**config.mk**
```make
export PLATFORM = sky130hd
export DESIGN_NAME = tick_generator
export DESIGN_NICKNAME = d
export VERILOG_FILES = /design/src/rtl/tick_gen_pkg.sv /design/src/rtl/tick_channel.sv /design/src/rtl/tick_generator.sv
export SDC_FILE = /design/constraint.sdc
export NUM_CORES = 1
export LEC_CHECK = 0
export CAP_MARGIN = 20
export CELL_PAD_IN_SITES_DETAIL_PLACEMENT = 0
export CELL_PAD_IN_SITES_GLOBAL_PLACEMENT = 1
export CORE_UTILIZATION = 40
export CTS_CLUSTER_DIAMETER = 30
export DETAILED_ROUTE_END_ITERATION = 8
export HOLD_SLACK_MARGIN = 0.05
export PLACE_DENSITY_LB_ADDON = 0.1
export SYNTH_ARGS = -nofsm -noshare
export SYNTH_HDL_FRONTEND = slang
export SYNTH_SLANG_ARGS = --single-unit
```
**constraint.sdc**
```tcl
create_clock -name clk_50MHz -period 4.1 [get_ports clk_50MHz]
set_input_delay 0.615 -clock clk_50MHz [delete_from_list [all_inputs] [get_ports clk_50MHz]]
set_output_delay 0.615 -clock clk_50MHz [all_outputs]
set_load 0.05 [all_outputs]
```
**src/rtl/tick_gen_pkg.sv**
```systemverilog
// Shared constants and helpers for the multi-channel tick generator.
// Default divisors assume a 50 MHz system clock.
package tick_gen_pkg;

    localparam int unsigned CLK_HZ    = 50_000_000;
    localparam int unsigned DIV_1HZ   = CLK_HZ;
    localparam int unsigned DIV_1KHZ  = CLK_HZ / 1000;
    localparam int unsigned DEF_CNT_W = 26;

    // Width of a channel-select field; never narrower than one bit.
    function automatic int unsigned sel_w(input int unsigned n);
        return (n > 1) ? $clog2(n) : 1;
    endfunction

endpackage

```
**src/rtl/tick_channel.sv**
```systemverilog
// One tick channel: wrapping counter, active divisor, registered tick and square wave.
// The divisor is replaced through load, which also restarts the period at count 0.
module tick_channel
    import tick_gen_pkg::*;
#(
    parameter int unsigned        CNT_W   = DEF_CNT_W,
    parameter logic [CNT_W-1:0]   DIV_RST = CNT_W'(DIV_1KHZ)
) (
    input  logic             clk_50MHz,
    input  logic             rst_n,
    input  logic             en,
    input  logic             sync_clr,
    input  logic             load,
    input  logic [CNT_W-1:0] load_div,
    output logic             wrap_c,
    output logic             idle_c,
    output logic             tick,
    output logic             sq
);

    logic [CNT_W-1:0] cnt;
    logic [CNT_W-1:0] div;

    // A zero divisor parks the channel just like a cleared enable.
    assign idle_c = !en || (div == '0);
    assign wrap_c = !idle_c && (cnt == div - CNT_W'(1));

    always_ff @(posedge clk_50MHz or negedge rst_n) begin
        if (!rst_n) begin
            cnt  <= '0;
            div  <= DIV_RST;
            tick <= 1'b0;
            sq   <= 1'b0;
        end else if (sync_clr) begin
            cnt  <= '0;
            tick <= 1'b0;
            sq   <= 1'b0;
            if (load) begin
                div <= load_div;
            end
        end else if (load) begin
            // Loads land on a wrap or while idle, so the period in flight completes intact.
            div  <= load_div;
            cnt  <= '0;
            tick <= wrap_c;
            sq   <= sq ^ wrap_c;
        end else if (wrap_c) begin
            cnt  <= '0;
            tick <= 1'b1;
            sq   <= ~sq;
        end else begin
            tick <= 1'b0;
            if (!idle_c) begin
                cnt <= cnt + CNT_W'(1);
            end
        end
    end

endmodule

```
**src/rtl/tick_generator.sv**
```systemverilog
// Multi-channel tick generator with a single shared divisor-update slot.
// The slot drains into its target channel at that channel's next wrap, or at once if idle.
module tick_generator
    import tick_gen_pkg::*;
#(
    parameter int unsigned               NUM_CH   = 2,
    parameter int unsigned               CNT_W    = DEF_CNT_W,
    parameter logic [NUM_CH*CNT_W-1:0]   DIV_INIT = {CNT_W'(DIV_1HZ), CNT_W'(DIV_1KHZ)}
) (
    input  logic                        clk_50MHz,
    input  logic                        rst_n,
    input  logic [NUM_CH-1:0]           en,
    input  logic                        sync_clr,
    input  logic                        cfg_valid,
    input  logic [sel_w(NUM_CH)-1:0]    cfg_ch,
    input  logic [CNT_W-1:0]            cfg_div,
    output logic                        cfg_ready,
    output logic [NUM_CH-1:0]           tick,
    output logic [NUM_CH-1:0]           sq
);

    localparam int unsigned CH_W = sel_w(NUM_CH);

    logic              pend_valid;
    logic              pend_valid_nxt_c;
    logic [CH_W-1:0]   pend_ch;
    logic [CNT_W-1:0]  pend_div;
    logic              accept_c;
    logic              ch_ok_c;
    logic [NUM_CH-1:0] load_c;
    logic [NUM_CH-1:0] wrap_c;
    logic [NUM_CH-1:0] idle_c;

    assign accept_c = cfg_valid && cfg_ready;
    assign ch_ok_c  = (32'(cfg_ch) < NUM_CH);

    // Out-of-range requests are consumed without ever occupying the slot.
    always_comb begin
        pend_valid_nxt_c = pend_valid;
        if (accept_c && ch_ok_c) begin
            pend_valid_nxt_c = 1'b1;
        end else if (|load_c) begin
            pend_valid_nxt_c = 1'b0;
        end
    end

    always_ff @(posedge clk_50MHz or negedge rst_n) begin
        if (!rst_n) begin
            pend_valid <= 1'b0;
            pend_ch    <= '0;
            pend_div   <= '0;
            cfg_ready  <= 1'b1;
        end else begin
            pend_valid <= pend_valid_nxt_c;
            cfg_ready  <= !pend_valid_nxt_c;
            if (accept_c && ch_ok_c) begin
                pend_ch  <= cfg_ch;
                pend_div <= cfg_div;
            end
        end
    end

    for (genvar i = 0; i < NUM_CH; i++) begin : g_ch
        assign load_c[i] = pend_valid && (pend_ch == CH_W'(i))
                         && (wrap_c[i] || idle_c[i] || sync_clr);

        tick_channel #(
            .CNT_W   (CNT_W),
            .DIV_RST (DIV_INIT[i*CNT_W +: CNT_W])
        ) u_ch (
            .clk_50MHz (clk_50MHz),
            .rst_n     (rst_n),
            .en        (en[i]),
            .sync_clr  (sync_clr),
            .load      (load_c[i]),
            .load_div  (pend_div),
            .wrap_c    (wrap_c[i]),
            .idle_c    (idle_c[i]),
            .tick      (tick[i]),
            .sq        (sq[i])
        );
    end

endmodule

```
==> impl_metrics.env <==
export IMPL_status="completed"
export IMPL_fin_crit_ns=3.78
export IMPL_synthMuxAreaShare_pct=12.5
export IMPL_use_met2_pct=34.4
export IMPL_synth_top_family_by_area="simple AND/OR/NAND/NOR gates"
export IMPL_path_max_fanout=26
export IMPL_use_met3_pct=4.33
export IMPL_critPathLaunch="g_ch[1].u_ch.div[0]"
export IMPL_cp_end_kind="register"
export IMPL_p_leak_nw=3.63
export IMPL_ys_warnings_count=0
export IMPL_root_buffer="clkbuf_16"
export IMPL_drv_cap=0
export IMPL_clk_insertion_delay_late_ns=0.41
export IMPL_clock_skew_ns=0.00835
export IMPL_fin_tns_setup_ns=0
export IMPL_slowest_stage="or3b_2"
export IMPL_postCtsSetupBuffers=0
export IMPL_clk_path_buf_depth=2
export IMPL_clk_pin_slew_ns=0.06
export IMPL_ys_seq_area_share_pct=43.6
export IMPL_placed_area_um2=8560
export IMPL_pre_cts_slack_ns=0.322
export IMPL_nNetsFinal=813
export IMPL_worstSetupPathType="register to register"
export IMPL_hp_class="input port to asynchronous set/reset pin"
export IMPL_die_y_um=143
export IMPL_hpwl_um=14600
export IMPL_grt_overflow_total=0
export IMPL_final_common_cell="dfrtp_1"
export IMPL_async_reset_ff_share_pct=100
export IMPL_setup_viol=0
export IMPL_cts_htree_levels=4
export IMPL_cts_repair_resized=0
export IMPL_period_share_pct=92.2
export IMPL_synth_adder_area_share_pct=0.949
export IMPL_grt_util_all_layers_pct=20.7
export IMPL_area_delta_synth_final_pct=15.9
export IMPL_power_w=0.00557
export IMPL_core_region_area_um2=19400
export IMPL_synth_edff_count=0
export IMPL_rsz0062_at_grt="false"
export IMPL_grt_pass1_wl_um=31800
export IMPL_cts_buffers=17
export IMPL_syn_area_um2=7910
export IMPL_regToRegStartpoint="g_ch[1].u_ch.div[0]"
export IMPL_syn_inst=736
export IMPL_finish_instance_area_um2=9170
export IMPL_grtUsageMet1_pct=26.7
export IMPL_die_w_um=143
export IMPL_dr_pass1_iters=4
export IMPL_fin_ws_ns=0.321
export IMPL_grt_max_degree=97
export IMPL_boundaryPins=38
export IMPL_cts_hold_buf=0
export IMPL_max_freq_ghz=0.265
export IMPL_setup_worst_path_start_class="register"
export IMPL_drt_iter0_drc=350
export IMPL_cp_slowest_stage_delay_ns=0.60
export IMPL_top_usage_layer="met2"
export IMPL_path_cells="inv_1 -> ha_1 -> or3b_2 -> nor3_1 -> a31oi_1 -> a2111oi_0 -> nand4_1 -> nor4b_4 -> o21ai_4 -> mux2_4"
export IMPL_syn_nets=775
export IMPL_wirelength_um=19400
export IMPL_antenna_found_initial=0
export IMPL_drc=0
export IMPL_hold_violations=0
export IMPL_viasPerCell=5.47
export IMPL_critPathRequiredTime_ns=4.39
export IMPL_synth_compound_gate_area_share_pct=8.00
export IMPL_power_density_nw_per_um2=608
export IMPL_io_buffers=37
export IMPL_die_area_um2=20300
export IMPL_cts_num_sinks=137
export IMPL_synth_cell_type_count=72
export IMPL_worst_slew_pin_slew_ns=1.05
export IMPL_syn_area_per_cell_um2=10.7
export IMPL_wl_per_cell_um=18.5
export IMPL_synth_xor_xnor_area_share_pct=12.6
export IMPL_cp_arrival_ns=4.07
export IMPL_placement_rows=51
export IMPL_ant_nets=0
export IMPL_drive_gt1_share_pct=19.2
export IMPL_synth_seq_cells=137
export IMPL_grt_pass1_vias=5841
export IMPL_final_cell_mix="dfrtp_1 (118), nor2_1 (76), xnor2_1 (63), mux2_2 (49), xor2_1 (46)"
export IMPL_routabilityCongestion=0.868
export IMPL_maxSlewViolCount=0
export IMPL_vdd_ir_drop_max_mv=0.261
export IMPL_slew_headroom_pct=29.7
export IMPL_initial_core_util_pct=40.8
export IMPL_synthFlopType="dfrtp_1"
export IMPL_final_core_util_pct=47.3
export IMPL_synth_simple_area_share_pct=19.8
export IMPL_cts_tree="done"
export IMPL_num_antenna_cells=0
export IMPL_via_count=5751
==> cell usage after synthesis (3+ instances only) <==
library cell	count	share of area, %
nor4b_1	4	0.44
nor4_1	19	1.5
o31ai_1	6	0.57
ha_1	6	0.95
o22ai_1	3	0.24
and2_1	4	0.32
nor4_2	3	0.47
mux2_1	11	1.6
nand4b_1	3	0.33
o2111ai_1	3	0.33
o211ai_1	3	0.28
or2_2	3	0.24
xnor2_1	63	7.0
or3_1	6	0.47
or4_1	12	1.1
clkbuf_1	17	0.81
inv_1	8	0.38
a21oi_1	15	0.95
nor2b_1	9	0.71
dfrtp_1	118	37
nand3_1	19	1.2
nand2_1	28	1.3
xor2_1	46	5.1
nand2b_1	12	0.95
and3_1	21	1.7
nor2_1	76	3.6
and4_1	5	0.55
buf_4	6	0.57
mux2_2	49	7.0
buf_6	3	0.43
o21ai_0	7	0.44
nor3b_1	7	0.66
nor3_1	19	1.2
mux2_4	20	3.8
nand4_1	14	1.1
buf_2	5	0.32
nand3b_1	4	0.38
a31oi_1	7	0.55
a22o_1	7	0.77
dfstp_2	19	6.3
==> metrics by stage <==
stage,hold WS (ns),cells
CTS,0.311,1052
detailed placement,0.521,1020
global placement,0.513,1020
floorplan,0.319,736
global route,0.335,1052
finish,0.264,1052
==> where the power goes <==
group | internal [W] | leakage (nW) | total, W | switching [W]
clock | 0.000978 | 0.286 | 0.00158 | 0.000600
combinational | 0.000900 | 1.64 | 0.00167 | 0.000772
sequential | 0.00176 | 1.71 | 0.00232 | 0.000560
total | 0.00364 | 3.63 | 0.00557 | 0.00193
==> critical path: cells and delay by family (launching register included) <==
kind | cells | cell delay [ns]
AND/OR/NAND/NOR | 4 | 1.52
AO/OA/AOI/OAI | 3 | 0.95
flip-flops | 1 | 0.44
multiplexers | 1 | 0.40
adder cells (fa/ha/maj) | 1 | 0.21
buffers and inverters | 1 | 0.12
==> sequential cells by signal, indices dropped and copies added (netlist names) <==
| register | count |
|---|---|
| g_ch.u_ch.cnt | 52 |
| g_ch.u_ch.div | 52 |
| pend_div | 26 |
| g_ch.u_ch.sq | 2 |
| g_ch.u_ch.tick | 2 |
| cfg_ready | 1 |
| pend_ch | 1 |
| pend_valid | 1 |
==> path summary, 6_finish.rpt <==
check | to | slack, ns | cells after the start
setup / recovery | g_ch[1].u_ch.div[16] | 0.32 | 10
hold / removal | g_ch[1].u_ch.cnt[5] | 0.26 | 1
setup reg to reg | g_ch[1].u_ch.div[16] | 0.32 | 10
hold reg to reg | g_ch[0].u_ch.div[1] | 0.53 | 1
max in group asynchronous | g_ch[1].u_ch.div[22] | 2.86 | 2
min in group clk_50MHz | g_ch[0].u_ch.div[1] | 0.53 | 1
==> layer usage <==
layer / up-vias / part of all wire [%]
met5: - / 0
met4: 0 / 2.1
met3: 22 / 2.6
met2: 95 / 49
met1: 2876 / 46
li1: 2758 / -
==> kinds of logic (layout without fill, tap and decap cells) <==
kind of cell             count (synthesis)  count (layout)
flip-flops                             137             137
AO/OA/AOI/OAI                           84              84
multiplexers                            81              81
buffers and inverters                   39              90
XOR/XNOR                               111             111
adder cells (fa/ha/maj)                  6               6
AND/OR/NAND/NOR                        278             278
==> cell type report <==
type                    count  area [µm²]
fillers                  1831       10200
multi-input cells         560        4260
flip-flops and latches    137        3450
repair buffers             50         482
clock buffers              19         443
well taps                 265         332
clock inverters            13         169
inverters                   8        30.0
(Power assumes the default switching activity.)
